[src/rtl/quad_pkg.sv]
// Shared phase codes, direction encodings and the up-sequence successor
// function used by the quadrature decoder.
package quad_pkg;

  // Phase codes as {A,B}
  localparam logic [1:0] PH_00 = 2'b00;
  localparam logic [1:0] PH_10 = 2'b10;
  localparam logic [1:0] PH_11 = 2'b11;
  localparam logic [1:0] PH_01 = 2'b01;

  // Direction encodings for the ud output
  localparam logic DIR_UP = 1'b1;
  localparam logic DIR_DN = 1'b0;

  // Successor of a phase in the up sequence 00->10->11->01->00
  function automatic logic [1:0] next_up(input logic [1:0] ab);
    logic [1:0] nxt;
    case (ab)
      PH_00:   nxt = PH_10;
      PH_10:   nxt = PH_11;
      PH_11:   nxt = PH_01;
      default: nxt = PH_00;
    endcase
    return nxt;
  endfunction

endpackage

[src/rtl/sync_ff.sv]
// 1-bit multi-flop synchronizer for an input asynchronous to clk.
// All flops clear to 0 on the asynchronous reset.
module sync_ff #(
  parameter int STAGES = 2
) (
  input  logic clk,
  input  logic rst,
  input  logic d_i,
  output logic q_o
);

  logic [STAGES-1:0] ff_q;

  // Shift the asynchronous input through STAGES flops
  always_ff @(posedge clk or posedge rst) begin
    if (rst) begin
      ff_q <= '0;
    end else begin
      ff_q <= {ff_q[STAGES-2:0], d_i};
    end
  end

  assign q_o = ff_q[STAGES-1];

endmodule

[src/rtl/quad_decoder_updown.sv]
// Quadrature A/B decoder: synchronizes both phases, decodes each phase
// change into an up/down step or an illegal-transition error, and keeps a
// wrapping position count. All outputs are registered.
module quad_decoder_updown
  import quad_pkg::*;
#(
  parameter int WIDTH       = 4,
  parameter int SYNC_STAGES = 2
) (
  input  logic             clk,
  input  logic             rst,
  input  logic             a_in,
  input  logic             b_in,
  input  logic             en,
  output logic [WIDTH-1:0] count,
  output logic             ud,
  output logic             step,
  output logic             err
);

  // Priming waits until the synchronizer pipe has filled and prev_ab has
  // caught up with it, so the first decoded comparison is never stale.
  localparam logic [2:0] PRIME_N = 3'(SYNC_STAGES);

  logic             a_s;
  logic             b_s;
  logic [1:0]       ab_s;

  logic [1:0]       prev_ab_q;
  logic             primed_q,    primed_d;
  logic [2:0]       prime_cnt_q, prime_cnt_d;
  logic [WIDTH-1:0] count_q,     count_d;
  logic             ud_q,        ud_d;
  logic             step_q,      step_d;
  logic             err_q,       err_d;

  sync_ff #(.STAGES(SYNC_STAGES)) u_sync_a (
    .clk (clk),
    .rst (rst),
    .d_i (a_in),
    .q_o (a_s)
  );

  sync_ff #(.STAGES(SYNC_STAGES)) u_sync_b (
    .clk (clk),
    .rst (rst),
    .d_i (b_in),
    .q_o (b_s)
  );

  assign ab_s = {a_s, b_s};

  // Next-state: priming counter and per-cycle direction/error decode
  always_comb begin
    primed_d    = primed_q;
    prime_cnt_d = prime_cnt_q;
    count_d     = count_q;
    ud_d        = ud_q;
    step_d      = 1'b0;
    err_d       = 1'b0;

    if (!primed_q) begin
      if (prime_cnt_q == PRIME_N) begin
        primed_d = 1'b1;
      end else begin
        prime_cnt_d = prime_cnt_q + 3'd1;
      end
    end else if (en && (ab_s != prev_ab_q)) begin
      if (ab_s == next_up(prev_ab_q)) begin
        count_d = count_q + WIDTH'(1);
        ud_d    = DIR_UP;
        step_d  = 1'b1;
      end else if (prev_ab_q == next_up(ab_s)) begin
        count_d = count_q - WIDTH'(1);
        ud_d    = DIR_DN;
        step_d  = 1'b1;
      end else begin
        err_d   = 1'b1;
      end
    end
  end

  // State registers; prev_ab tracks the synchronized phase every cycle
  always_ff @(posedge clk or posedge rst) begin
    if (rst) begin
      prev_ab_q   <= PH_00;
      primed_q    <= 1'b0;
      prime_cnt_q <= '0;
      count_q     <= '0;
      ud_q        <= DIR_UP;
      step_q      <= 1'b0;
      err_q       <= 1'b0;
    end else begin
      prev_ab_q   <= ab_s;
      primed_q    <= primed_d;
      prime_cnt_q <= prime_cnt_d;
      count_q     <= count_d;
      ud_q        <= ud_d;
      step_q      <= step_d;
      err_q       <= err_d;
    end
  end

  assign count = count_q;
  assign ud    = ud_q;
  assign step  = step_q;
  assign err   = err_q;

endmodule
[config.mk]
export PLATFORM = sky130hd
export DESIGN_NAME = quad_decoder_updown
export DESIGN_NICKNAME = d
export VERILOG_FILES = /design/src/rtl/quad_pkg.sv /design/src/rtl/sync_ff.sv /design/src/rtl/quad_decoder_updown.sv
export SDC_FILE = /design/constraint.sdc
export NUM_CORES = 1
export LEC_CHECK = 0
export CORE_MARGIN = 4
export CORE_UTILIZATION = 30
export CTS_CLUSTER_DIAMETER = 150
export DETAILED_ROUTE_END_ITERATION = 16
export GPL_ROUTABILITY_DRIVEN = 0
export SETUP_SLACK_MARGIN = 0.2
export SLEW_MARGIN = 40
export SYNTH_ARGS = -nofsm -noshare
export SYNTH_HDL_FRONTEND = slang
export SYNTH_HIERARCHICAL = 1
export SYNTH_SLANG_ARGS = --single-unit
export TNS_END_PERCENT = 100
[constraint.sdc]
create_clock -name clk -period 2.3 [get_ports clk]
set_clock_uncertainty 0.05 [all_clocks]
set_input_delay 0.345 -clock clk [delete_from_list [all_inputs] [get_ports clk]]
set_output_delay 0.345 -clock clk [all_outputs]
set_load 0.02 [all_outputs]
## After elaboration in Yosys (flattened, before gate mapping)

Cells that the tools add are included.

- Add/subtract/negate cells: 3
- Equality and inequality tests: 8
- Muxes and demuxes: 21
- Bitwise operators: 2
- Reductions and logical operators: 6

Operator list:

| kind | count |
|---|---|
| $mux 1 | 12 |
| $pmux 2 s3 | 2 |
| $mux 2 | 5 |
| $eq 2x2->1 const B | 4 |
| $mux 4 | 2 |
| $add 4x1->4 const B | 1 |
| $eq 2x2->1 | 2 |
| $logic_not 2->1 | 2 |
| $sub 4x1->4 const B | 1 |
| $add 3x1->3 const B | 1 |
| $eq 3x2->1 const B | 1 |
| $reduce_and 3->1 | 1 |
| $ne 2x2->1 | 1 |
| $not 1->1 | 2 |
| $reduce_and 2->1 | 1 |
| $reduce_bool 2->1 | 1 |
| $logic_and 1x1->1 | 1 |

- Register bits: 17
- Bits of input ports: 5
- Output and inout bits: 7
- Logic and storage cells: 49

## Logic depth before layout (Yosys ltp)

Gate-level depths: netlist of run 1.

- Depth in word-level cells: 13
- Gate-level depth with buffers: 7
- Gate-level depth less buffers: 7

## Hierarchy

Netlist of run 1, hierarchy kept.

By module, submodules not included:

| module | times used | cells an instance | area an instance (µm²) | sequential area each (µm²) |
|---|---|---|---|---|
| quad_decoder_updown | 1 | 49 | 631.9 | 326.6 |
| sync_ff | 2 | 3 | 53.8 | 50.0 |

## Worst setup path after synthesis of run 1

No wires, ideal clock.

- Path type: register -> register
- Start: reg u_sync_a.ff_q[1]
- End: reg count_q[3], in the netlist count[3]
- Library setup time: 0.079 ns
- Arrival time: 1.910 ns
- Required time: 2.171 ns
- Setup slack: 0.261 ns
- Cell stages (with the launch flop): 8
- Buffers on the path: 0
- Clock period less this slack: 2.039 ns
- Cells stage by stage: dfrtp_1 xnor2_1 or2_2 ha_1 a21oi_1 a211o_1 a211oi_2 xor2_1

- Cells in the longest elaborated chain, start to end: 8
- Elaborated cells on any way between the ends: 14
- Classes of those cells: eq/ne (5); mux (5); reduce/logical (4)

RTL lines:

| what | RTL line | text |
|---|---|---|
| start: declaration | sync_ff.sv:12 | `logic [STAGES-1:0] ff_q;` |
| start signal: assignment | sync_ff.sv:19 | `ff_q <= {ff_q[STAGES-2:0], d_i};` |
| $eq 2x2->1 or $logic_not 2->1 (tied branches) | quad_pkg.sv:18 | `case (ab)` |
| $pmux 2 s3 | quad_pkg.sv:18 |  |
| $mux 2 | quad_decoder_updown.sv:69 | `if (ab_s == next_up(prev_ab_q)) begin` |
| $mux 2 | quad_decoder_updown.sv:68 | `end else if (en && (ab_s != prev_ab_q)) begin` |
| $mux 2 | quad_decoder_updown.sv:62 | `if (!primed_q) begin` |
| $eq 2x2->1 | quad_decoder_updown.sv:73 | `end else if (prev_ab_q == next_up(ab_s)) begin` |
| $reduce_bool 2->1 (no line) | - |  |
| $reduce_and 3->1 (no line) | - |  |
| end signal: assignment | quad_decoder_updown.sv:97 | `count_q <= count_d;` |
| end: declaration | quad_decoder_updown.sv:32 | `logic [WIDTH-1:0] count_q, count_d;` |

Parallel ways exist; a longest one is shown, timed or not. The select of a mux whose other input is x is not followed.
A chain may end at the register's enable or synchronous reset.

## Worst setup path after layout of run 1

Ends and elaborated chain as after synthesis.

==> flow_summary.ini, run 1 <==
[outcome]
outcome = completed

[synthesis]
syn_area_um2 = 739
ys_seq_area_frac = 0.577
yosysWarnings = 6
yosysTopAreaCellShare = 0.541
yosysTopAreaCell = dfrtp_1
synth_edf_count = 0
ys_dominant_reg_cell = dfrtp_1
yosys.cell_types.count = 21
synth_nets = 65
ys_top_cells_by_area = dfrtp_1 (54%), ha_1 (6.8%), xnor2_1 (5.9%)
ys_seq_elements = 17
synthCells = 55
async_flop_share = 1.00
syn_avg_cell_area_um2 = 13.4

[global_route]
grt_max_degree = 14
grt_pass1_vias = 422
grt_pass1_wl_um = 1840
grt-ovfl-total = 0
track_usage = 0.0745
antenna_found_initial = 0

[floorplanning]
die_height_um = 57.6
start_util = 0.325
die_x_um = 57.6
core-area_mm2 = 0.00228
ioPinCount = 12
rows = 17
die_area_mm2 = 0.00332

[routing]
num_vias = 441
detail-route-antenna-nets = 0
viasPerCell = 4.41
drt_first_iter_violations = 7
drt_pass1_iterations = 4
remaining_drc_errors = 0
routed_wl_um = 1090
wl_per_cell_um = 10.9

[final_layout]
fin_nets = 83
synthToLayoutAreaGrowth_pct = 27.4
fin_util = 0.414
antenna_cells = 0
final_layout_size_suffix_gt1_frac = 0.194

[clock_network]
cts_made_buffers = 3
root_buffer = clkbuf_4
cts.sinks = 17
path_clk_slew_ns = 0.10
clock_latency_ns = 0.29
clock_path_buffers = 2
cts_htree_levels = 1
cts_tree = done
hold_buffers = 0

[placement]
port_buffers = 11
dp_hpwl_um = 820

[setup_path]
path_max_fanout = 4
crit_type = register to register
end_kind = register
worstPathCellList = xnor2_1, or2_4, ha_4, a21oi_1, a211o_1, a211oi_2, xor2_1
crit_arrival_ns = 2.22
critPathLaunchType = register
cp_data_required_time_ns = 2.47
slowest_delay_ns = 0.43
cp_slowest_cell = dfrtp_1

[min_path]
hold_class = input pin to async pin

[sta]
max_freq_ghz = 0.489
timing.final.crit_share = 0.889
worstMarginPinSlew_ns = 0.510
setup_viol = 0
rsz0062_at_grt = true
slew_viol_final = 0
timing.slew.headroom = 0.660
period_needed_ns = 2.04
fin_setup_tns_ns = 0
finalHoldViolations = 0

[pwr]
clkPwrFrac = 0.171
switching_power_mw = 0.307
powerDensity_mw_per_mm2 = 979
finalPower_mw = 0.922
p_sw_frac = 0.333
comb_power_share = 0.391
power_leakage_nw = 0.397
p_int_mw = 0.615
seq_power_share = 0.438
vdd_ir_drop_max_uv = 497

[job]
drv_cap = 0
## path summary, 6_finish.rpt
check                                      start          endpoint  slack [ns]  cells after the start
worst min register to register  u_sync_a/ff_q[0]  u_sync_a/ff_q[1]        0.31                      0
max in group asynchronous                    rst                ud        1.47                      2
min in group clk                u_sync_a/ff_q[0]  u_sync_a/ff_q[1]        0.31                      0
worst max-delay path            u_sync_a/ff_q[1]          count[3]        0.26                      7
worst max register to register  u_sync_a/ff_q[1]          count[3]        0.26                      7
worst min-delay path                         rst  u_sync_a/ff_q[0]        0.19                      2
## power groups by stage
| stage | registers, mW | clock network, mW | logic (mW) |
|---|---|---|---|
| after floorplan | 0.455 | 0 | 0.172 |
| after global placement | 0.406 | 0 | 0.341 |
| after detailed placement | 0.407 | 0 | 0.348 |
| after CTS | 0.406 | 0.166 | 0.367 |
| after global routing | 0.414 | 0.186 | 0.400 |
| final | 0.404 | 0.157 | 0.361 |
## critical path, delay by kind of cell, from the launching register on
family	cells	cell delay (ns)
compound gates	3	0.61
xor+xnor	2	0.32
fa+ha+maj	1	0.28
flops	1	0.43
simple gates	1	0.29
## sequential cells by signal, indices dropped and copies added, names as in the netlist
| signal | flops |
|---|---|
| err | 1 |
| prev_ab_q | 2 |
| prime_cnt_q | 3 |
| u_sync_b/ff_q | 2 |
| count | 4 |
| ud | 1 |
| u_sync_a/ff_q | 2 |
| primed_q | 1 |
| step | 1 |
## logic make-up (layout without fill, tap and decap cells)
| family | after synthesis | after routing | share of synthesized area |
|---|---|---|---|
| buf+inv | 6 | 23 | 0.0305 |
| flops | 17 | 17 | 0.577 |
| simple gates | 7 | 7 | 0.0524 |
| fa+ha+maj | 5 | 5 | 0.0948 |
| xor+xnor | 10 | 10 | 0.129 |
| mux | 2 | 2 | 0.0406 |
| compound gates | 8 | 8 | 0.0761 |
## cells in the mapped netlist (2+ instances only)
cell,count
xnor2_1,5
nand2_1,2
mux2_4,2
xor2_1,4
a21oi_1,3
dfrtp_1,16
ha_1,4
inv_1,6
## routing by layer
metal,track usage,share of wire
met1,0.0951,0.43
met2,0.108,0.47
met3,0.0423,0.093
met4,0.0199,0.0055
met5,0,0
## through the flow
| step | hold WS (ns) | setup slack (ns) | instances | cell area [um2] |
|---|---|---|---|---|
| 2_1_floorplan | 0.0362 | 0.261 | 55 | 739 |
| 3_3_place_gp | 0.285 | 0.179 | 94 | 885 |
| 3_5_place_dp | 0.294 | 0.132 | 94 | 885 |
| 4_1_cts | 0.186 | 0.248 | 99 | 935 |
| 5_1_grt | 0.172 | 0.131 | 100 | 942 |
| 6_report | 0.192 | 0.256 | 100 | 942 |
## cell type report
type,count,area [um2]
Fill cell,216,1330
Inverter,6,22.5
Clock inverter,1,5.00
Timing Repair Buffer,13,125
Clock buffer,3,22.5
Multi-Input combinational cell,32,305
Tap cell,28,35.0
Sequential cell,17,427
## timing repair
item	CTS	global route
setup buffers	1	1
gates resized for setup	2	0
pin swaps	0	0
setup endpoints to repair	1	1
## cells in the final DEF (no fill, tap or decap)
cell type        netlist  final
nand2_1                2      2
xnor2_2                1      1
clkinv_2               0      1
a21oi_1                3      3
nor3_1                 1      1
buf_4                  0      2
inv_1                  6      6
nand3_1                1      1
nor2_4                 1      1
o211ai_1               1      1
dfrtp_1               16     16
mux2_4                 2      2
xor2_1                 4      4
nor2_1                 1      1
clkbuf_4               0      3
dfstp_2                1      1
fa_1                   1      1
clkdlybuf4s50_1        0     11
a211oi_2               1      1
xnor2_1                5      5
ha_4                   0      1
ha_1                   4      3
o21ai_0                1      1
a211o_1                1      1
or2_4                  0      1
o31ai_1                1      1
Power figures use the tool's default switching activity.
==> run 2, diff against run 1 <==
--- a/config.mk
+++ b/config.mk
@@ -5,8 +5,10 @@
 export SDC_FILE = /design/constraint.sdc
 export NUM_CORES = 1
 export LEC_CHECK = 0
+export CAP_MARGIN = 40
 export CORE_MARGIN = 4
 export CORE_UTILIZATION = 30
+export CTS_BUF_LIST = sky130_fd_sc_hd__clkbuf_4
 export CTS_CLUSTER_DIAMETER = 150
 export DETAILED_ROUTE_END_ITERATION = 16
 export GPL_ROUTABILITY_DRIVEN = 0
==> results of run 2 <==
The final DEF is identical to that of run 1; final timing and power are the same.
